--- config.mk ---
export PLATFORM = sky130hd
export DESIGN_NAME = vec_mul_sequencer
export DESIGN_NICKNAME = d
export VERILOG_FILES = /design/src/rtl/vec_alu_pkg.sv /design/src/rtl/vmul_lane_unit.sv /design/src/rtl/vec_mul_sequencer.sv
export SDC_FILE = /design/constraint.sdc
export NUM_CORES = 1
export LEC_CHECK = 0
export ABC_AREA = 1
export CORE_MARGIN = 2
export CORE_UTILIZATION = 58
export DETAILED_ROUTE_END_ITERATION = 16
export DONT_BUFFER_PORTS = 1
export HOLD_SLACK_MARGIN = 0.06
export PLACE_DENSITY = 0.73
export SLEW_MARGIN = 30
export SYNTH_ARGS = -nofsm -noshare
export SYNTH_HDL_FRONTEND = slang
export SYNTH_SLANG_ARGS = --single-unit
export TNS_END_PERCENT = 100
--- constraint.sdc ---
create_clock -name clk -period 6.54 [get_ports clk]
set_input_delay 0.654 -clock clk [delete_from_list [all_inputs] [get_ports clk]]
set_output_delay 0.654 -clock clk [all_outputs]
set_load 0.005 [all_outputs]
--- src/rtl/vec_alu_pkg.sv ---
// Shared types and default sizing for the vector execute units.
package vec_alu_pkg;

  localparam int unsigned VEC_N     = 8;
  localparam int unsigned VEC_LANES = 4;

  typedef enum logic [1:0] {
    IDLE = 2'd0,
    RUN  = 2'd1,
    DONE = 2'd2
  } vmul_state_t;

endpackage

--- src/rtl/vmul_lane_unit.sv ---
// One lane of the vector multiply: signed product, overflow detect, wrap/saturate select.
module vmul_lane_unit
  import vec_alu_pkg::*;
#(
  parameter int unsigned N = VEC_N
) (
  input  logic [N-1:0] a,
  input  logic [N-1:0] b,
  input  logic         sat_en,
  input  logic         en,
  output logic [N-1:0] result_c,
  output logic         ovf_c
);

  localparam int unsigned PW = 2 * N;

  logic [PW-1:0] a_x;
  logic [PW-1:0] b_x;
  logic [PW-1:0] prod;
  logic [N:0]    top;
  logic          wide_ovf;

  // Sign-extend to full width so the low 2N bits of the product are the signed product.
  always_comb begin
    a_x      = {{N{a[N-1]}}, a};
    b_x      = {{N{b[N-1]}}, b};
    prod     = a_x * b_x;
    top      = prod[PW-1:N-1];
    wide_ovf = !((&top) || !(|top));
    result_c = '0;
    ovf_c    = 1'b0;
    if (en) begin
      ovf_c = wide_ovf;
      if (sat_en && wide_ovf) begin
        result_c = prod[PW-1] ? {1'b1, {(N-1){1'b0}}} : {1'b0, {(N-1){1'b1}}};
      end else begin
        result_c = prod[N-1:0];
      end
    end
  end

endmodule

--- src/rtl/vec_mul_sequencer.sv ---
// Shares one lane multiplier across all lanes of a vector multiply, one lane per cycle.
module vec_mul_sequencer
  import vec_alu_pkg::*;
#(
  parameter int unsigned N     = VEC_N,
  parameter int unsigned LANES = VEC_LANES
) (
  input  logic               clk,
  input  logic               rst_n,
  input  logic               start_valid,
  output logic               start_ready,
  input  logic [LANES*N-1:0] vec_a,
  input  logic [LANES*N-1:0] vec_b,
  input  logic [LANES-1:0]   lane_mask,
  input  logic               sat_en,
  output logic               res_valid,
  input  logic               res_ready,
  output logic [LANES*N-1:0] vec_out,
  output logic [LANES-1:0]   ovf_lane,
  output logic               ovf_any,
  output logic               busy
);

  localparam int unsigned IDX_W = (LANES > 1) ? $clog2(LANES) : 1;
  localparam int unsigned LAST  = LANES - 1;

  vmul_state_t               state;
  logic [IDX_W-1:0]          idx;
  logic [LANES-1:0][N-1:0]   op_a;
  logic [LANES-1:0][N-1:0]   op_b;
  logic [LANES-1:0][N-1:0]   res_q;
  logic [LANES-1:0]          mask_q;
  logic                      sat_q;
  logic [N-1:0]              lane_res;
  logic                      lane_ovf;

  vmul_lane_unit #(.N(N)) u_lane (
    .a        (op_a[idx]),
    .b        (op_b[idx]),
    .sat_en   (sat_q),
    .en       (mask_q[idx]),
    .result_c (lane_res),
    .ovf_c    (lane_ovf)
  );

  assign vec_out = res_q;

  // Sequencer FSM: accept operands, step lanes, hold result until consumed.
  always_ff @(posedge clk or negedge rst_n) begin
    if (!rst_n) begin
      state       <= IDLE;
      idx         <= '0;
      op_a        <= '0;
      op_b        <= '0;
      mask_q      <= '0;
      sat_q       <= 1'b0;
      res_q       <= '0;
      ovf_lane    <= '0;
      ovf_any     <= 1'b0;
      res_valid   <= 1'b0;
      busy        <= 1'b0;
      start_ready <= 1'b0;
    end else begin
      case (state)
        IDLE: begin
          start_ready <= 1'b1;
          if (start_valid && start_ready) begin
            op_a        <= vec_a;
            op_b        <= vec_b;
            mask_q      <= lane_mask;
            sat_q       <= sat_en;
            res_q       <= '0;
            ovf_lane    <= '0;
            ovf_any     <= 1'b0;
            idx         <= '0;
            busy        <= 1'b1;
            start_ready <= 1'b0;
            state       <= RUN;
          end
        end
        RUN: begin
          res_q[idx]    <= lane_res;
          ovf_lane[idx] <= lane_ovf;
          ovf_any       <= ovf_any | lane_ovf;
          if (idx == IDX_W'(LAST)) begin
            res_valid <= 1'b1;
            state     <= DONE;
          end else begin
            idx <= idx + 1'b1;
          end
        end
        DONE: begin
          if (res_ready) begin
            res_valid   <= 1'b0;
            busy        <= 1'b0;
            start_ready <= 1'b1;
            state       <= IDLE;
          end
        end
        default: state <= IDLE;
      endcase
    end
  end

endmodule
After elaboration in Yosys (flattened, before gate mapping)
Index checks and enable logic that the tools add are counted.
Word-level totals
  register bits: 113
  logic and storage cells: 89
  output and inout port bits: 40
Operators by class
  eq/ne operators: 7
  $mul: 1
  muxes and demuxes: 37
  $lt $le $gt $ge: 2
  reduce and logical (&&, ||, !) cells: 19
  bitwise operators: 1
  $add $sub $neg: 1
Operators by type and width (number)
  32-bit one-hot mux with 2 select lines: 1
  8-bit 2-to-1 mux: 6
  8-bit binary-select mux with 2-bit select: 2
  32-bit bitwise mux: 1
  32-bit 2-to-1 mux: 1
  8-bit demux with 2-bit select: 1
  8-bit by 8-bit multiplier with 16-bit output: 1
  3-bit AND reduction: 4
  2-bit 2-to-1 mux: 5
  1-bit 2-to-1 mux: 9
  9-bit AND reduction: 1
  9-bit OR reduction: 1
  2-bit != test, second input constant: 4
  1-bit one-hot mux with 2 select lines: 4
  4-bit one-hot mux with 2 select lines: 1
  2-bit one-hot mux with 3 select lines: 1
  2-bit AND reduction: 3
  2-bit nonzero test: 3
  4-bit bitwise mux: 1
  2-bit == test, second input constant: 2
  4-bit 2-to-1 mux: 1
  2-bit one-hot mux with 2 select lines: 1
  1-bit logical AND: 3
  2-bit by 3-bit less-than comparator with 1-bit output, second input constant: 1
  9 further kinds: 10

Depth between registers and ports, before layout
  word-level depth: 12
  gate-level depth with buffers: 32

Hierarchy
A second synthesis with hierarchy kept.
Unflattened totals
  cell total of the unflattened synthesis: 1122
  area total of the unflattened synthesis: 8359.3 um^2
By module, submodules not included
  vec_mul_sequencer: area each 5237.5 um^2, cells each 647, instances 1
  vmul_lane_unit: area each 3121.7 um^2, cells each 475, instances 1

Worst setup path after synthesis
OpenSTA, ideal clock, no wires.
  path type: register -> register
  start point: register idx[0]
  end point: register res_q, in the netlist vec_out[24]
  arrival time: 5.699 ns
  setup slack: 0.723 ns
  buffers on the path: 3
  data required time: 6.421 ns
  stages on the path, launching flop included: 30
  cells stage by stage: dfrtp_1 buf_2 inv_2 clkbuf_1 nand2_1 a32oi_1 inv_1 nor2_1 inv_1 fa_1 inv_1 fa_1 inv_1 fa_1 fa_1 inv_1 ha_1 nand2_1 inv_1 a21oi_1 nand2_1 nor2_1 nand3_1 nand2_2 inv_2 nand3_4 nand4_4 buf_6 nand4_1 nand2_1
On the way
  word-level cells in the longest chain between the ends: 12
  elaborated cells between the ends (all ways): 23
  those cells by class: mul (1); order compare (2); mux (13); reduce/logical (7)
Ends and longest elaborated chain
  from (decl): RTL line vec_mul_sequencer.sv:28  | logic [IDX_W-1:0] idx;
  from (signal assigned): RTL line vec_mul_sequencer.sv:89  | idx <= idx + 1'b1;
  8-bit binary-select mux with 2-bit select, on equally long branches: RTL line vec_mul_sequencer.sv:38, vec_mul_sequencer.sv:39
  8-bit 2-to-1 mux, on equally long branches: RTL line vec_mul_sequencer.sv:38, vec_mul_sequencer.sv:39
  8-bit by 8-bit multiplier with 16-bit output: RTL line vmul_lane_unit.sv:27  | prod = a_x * b_x;
  9-bit OR reduction: RTL line vmul_lane_unit.sv:29  | wide_ovf = !((&top) || !(|top));
  1-bit logical NOT: RTL line vmul_lane_unit.sv:29
  1-bit logical OR: RTL line vmul_lane_unit.sv:29
  1-bit logical NOT: RTL line vmul_lane_unit.sv:29
  1-bit logical AND: RTL line vmul_lane_unit.sv:34  | if (sat_en && wide_ovf) begin
  8-bit 2-to-1 mux: RTL line vmul_lane_unit.sv:34
  8-bit 2-to-1 mux: RTL line vmul_lane_unit.sv:32  | if (en) begin
  32-bit bitwise mux *: RTL line vec_mul_sequencer.sv:82  | res_q[idx] <= lane_res;
  32-bit one-hot mux with 2 select lines *: RTL line vec_mul_sequencer.sv:64  | case (state)
  to (signal, indexed assignment): RTL line vec_mul_sequencer.sv:82
  to (decl): RTL line vec_mul_sequencer.sv:31  | logic [LANES-1:0][N-1:0] res_q;
Mark *: on every way between the ends. The rest lies on a longest branch, timed or not. The select of a mux whose other input is x is not followed.
A chain may end at the register's enable or synchronous reset.

Worst setup path after layout
  start point: register idx[0]
  end point: register res_q, in the netlist vec_out[18]
The elaborated chain is that of the path after synthesis.

==> impl_results.md <==
- Post-route ant nets: 0
- Worst hold slack: 0.196 ns
- Worst-path clk slew: 0.06 ns
- Max incr delay on CP: 0.56 ns
- Arr. time, crit path: 6.51 ns
- Final wirelength: 18200 microns
- CTS tree: yes
- Clk Latency, worst-skew pair: 0.42 ns
- Cell area after layout: 8630 sq um
- CP Capture Type: register
- Primary FF master, synth: dfrtp_1
- Placed instance area: 8060 sq um
- Syn_nets: 1180
- Complex-gate fraction of the synthesized area: 0.0415
- Initial Utilization: 0.592
- Top-area cell type share of the netlist area: 0.361
- XOR/XNOR Fraction of Synth Area: 0.00878
- Period utilization: 0.942
- Final core occ: 0.652
- Beginning of the critical path: idx[0]
- H-tree Lvls: 4
- Tmin final: 6.16 ns
- TritonRoute pass-1 iters: 5
- Slew margin rel.: 0.494
- Multi-input logic area: 4430 sq um
- WS Path Type: register to register
- Worst Reg2Reg Path Length in Cells: 27
- Final setup TNS: 0 ns
- Register area share after synthesis: 0.361
- Largest net degree at the start of global routing: 114
- # IOs: 113
- Final Hold Viols: 0
- GRT Util Overall: 0.266
- Hold WC Path Type: input pin to asynchronous set/reset pin
- Max-slew violation count: 0
- Drt via density: 5.31
- Warnings from Yosys: 0
- RSZ-0062 raised after global routing: false
- Synth async-reset ratio: 1.00
- Avg Inst Size Synth: 7.70 sq um
- Share of cells above drive strength 1: 0.0731
- Reg-to-reg startpoint: idx[0]
- R2r setup slk: 0.38 ns
- Final setup vio count: 0
- Storage cell area: 2830 sq um
- Post-synth EDFFs: 0
- Root buf cell: clkbuf_16
- CTS Buffer Depth: 2
- Mapped Area: 7840 sq um
- Outcome: finished, final reports clean
- Slowest cell on the critical path: fa_1
- I/O Buffers: 0
- End of the critical path: vec_out[18]
- Syn-to-layout area delta: 10.1%
- Die extent in y: 120 microns
- Fraction of the mapped netlist area in simple logic gates: 0.316
- Post-DR wirelength/cell: 15.0 microns
- Gpl congestion: 0.912
- Inserted Clock Buffers: 17
- Antenna violations before repair: 0
- Global-route wire length before repair: 30600 microns
- Clock Skews: 0.00714 ns
- Synth cell count leaders: 471 x nand2_1, 124 x inv_1, 113 x dfrtp_1
- Netlist cell types: 34
- GR Overflow Total: 0
- Setup crit start kind: register
- Rows: 42
- N_diodes: 0
- Adder-cell share of the synthesized area: 0.193
- Routed vias: 6446
- Main combinational cell family by area after synthesis: simple AND/OR/NAND/NOR gates
- Initial drt markers: 571
- # DRC: 0
- Detailed Place HPWL: 13400 microns
- Mux cell area share after synthesis: 0
- Filler cell count: 1177
- Die width: 120 microns
- Nets: 1187
- CP required: 6.89 ns
- CP max FO: 36
- Worst Max-Slew Pin Slew: 0.759 ns
- R2R Path End: vec_out[18]
- Vias in the first global route: 6311
- Yosys top cell by area: dfrtp_1
- Clock sinks: 113
- CORE AREA: 13200 sq um
- Die area: 14500 sq um
- Post-Synthesis Cells: 1019
- Top post-synthesis cells by area: dfrtp_1 36%, nand2_1 23%, fa_1 14%, inv_1 5.9%, ha_1 5.3%
- Max_cap viols: 0
- Most common cell in the synthesized netlist: nand2_1
- Seq cells post-synth: 113
- Top achievable clock speed: 162 MHz
- Top cell by count, worst path: inv_1
## through the flow
step / instances / setup WS (ns)
after floorplan: 1019 / 0.723
after global placement: 1181 / 0.481
after detailed placement: 1181 / 0.448
after CTS: 1214 / 0.404
after global routing: 1215 / 0.00375
final: 1215 / 0.382
## flip-flops by register name, indices dropped and copies added (netlist names), 2 cells and up
name	flops
op_a	32
op_b	32
vec_out	32
mask_q	4
ovf_lane	4
idx	2
state	2
## layout make-up
type                       count  area share
clock buffer                  21      0.0510
clock inverter                11     0.00783
inverter                     133      0.0580
multi-input combinational    744       0.513
sequential                   113       0.328
tap                          176      0.0255
timing repair buffer          17      0.0171
## worst min path at each step
stage | slack (ns) | endpoint | depth (start not counted) | from
final | 0.20 | vec_out[0] | 1 | rst_n
after global routing | 0.23 | vec_out[27] | 1 | rst_n
after CTS | 0.21 | state[0] | 1 | rst_n
after detailed placement | 0.36 | vec_out[1] | 0 | rst_n
after global placement | 0.36 | vec_out[1] | 0 | rst_n
after floorplan | 0.36 | busy | 0 | rst_n
## cell usage in the layout (no fill, tap or decap), types with 4 or more instances in the layout
| cell | instances |
|---|---|
| fa_1 | 55 |
| a32oi_1 | 15 |
| a21oi_1 | 20 |
| clkinv_2 | 8 |
| buf_4 | 16 |
| clkbuf_1 | 4 |
| inv_2 | 4 |
| xnor2_1 | 5 |
| nand3_2 | 5 |
| nand4_1 | 37 |
| nand3_1 | 23 |
| nor2_2 | 6 |
| o21ai_0 | 11 |
| nand2_1 | 471 |
| clkbuf_16 | 17 |
| nor2_1 | 42 |
| clkinv_1 | 5 |
| nand2_2 | 5 |
| ha_1 | 33 |
| dfrtp_1 | 113 |
| inv_1 | 123 |
## repair_timing
action / CTS / global route
buffers inserted: 0 / 0
setup endpoints to repair: 0 / 28
hold buffers: 1 / 0
endpoints found under the hold margin: 113 / 0
resized for setup: 0 / 4
## cells by family after synthesis
logic type	Yosys count
and+or+nand+nor	597
DFF	113
adders and majority gates	88
buffers and inverters	163
xor gates and xnor gates	7
AOI/OAI and AO/OA	51
## worst max-delay path, delay by kind of cell (launching register included)
| kind | cells | cell delay (ns) |
|---|---|---|
| AND/OR/NAND/NOR | 12 | 1.72 |
| AO/OA/AOI/OAI | 2 | 0.58 |
| buffers and inverters | 8 | 0.94 |
| flip-flops | 1 | 0.36 |
| adder cells (fa/ha/maj) | 5 | 2.48 |
## metal layers
metal,vias up,track usage,share of wire,routed length (microns)
met4,0,0.0814,0.018,329
li1,3186,-,-,-
met1,2995,0.362,0.44,8060
met3,30,0.0491,0.063,1140
met5,-,0,0,0
met2,235,0.438,0.48,8650
Power is not shown: default switching activity piles up to over one toggle a cycle in this logic, so the estimate is an artifact.
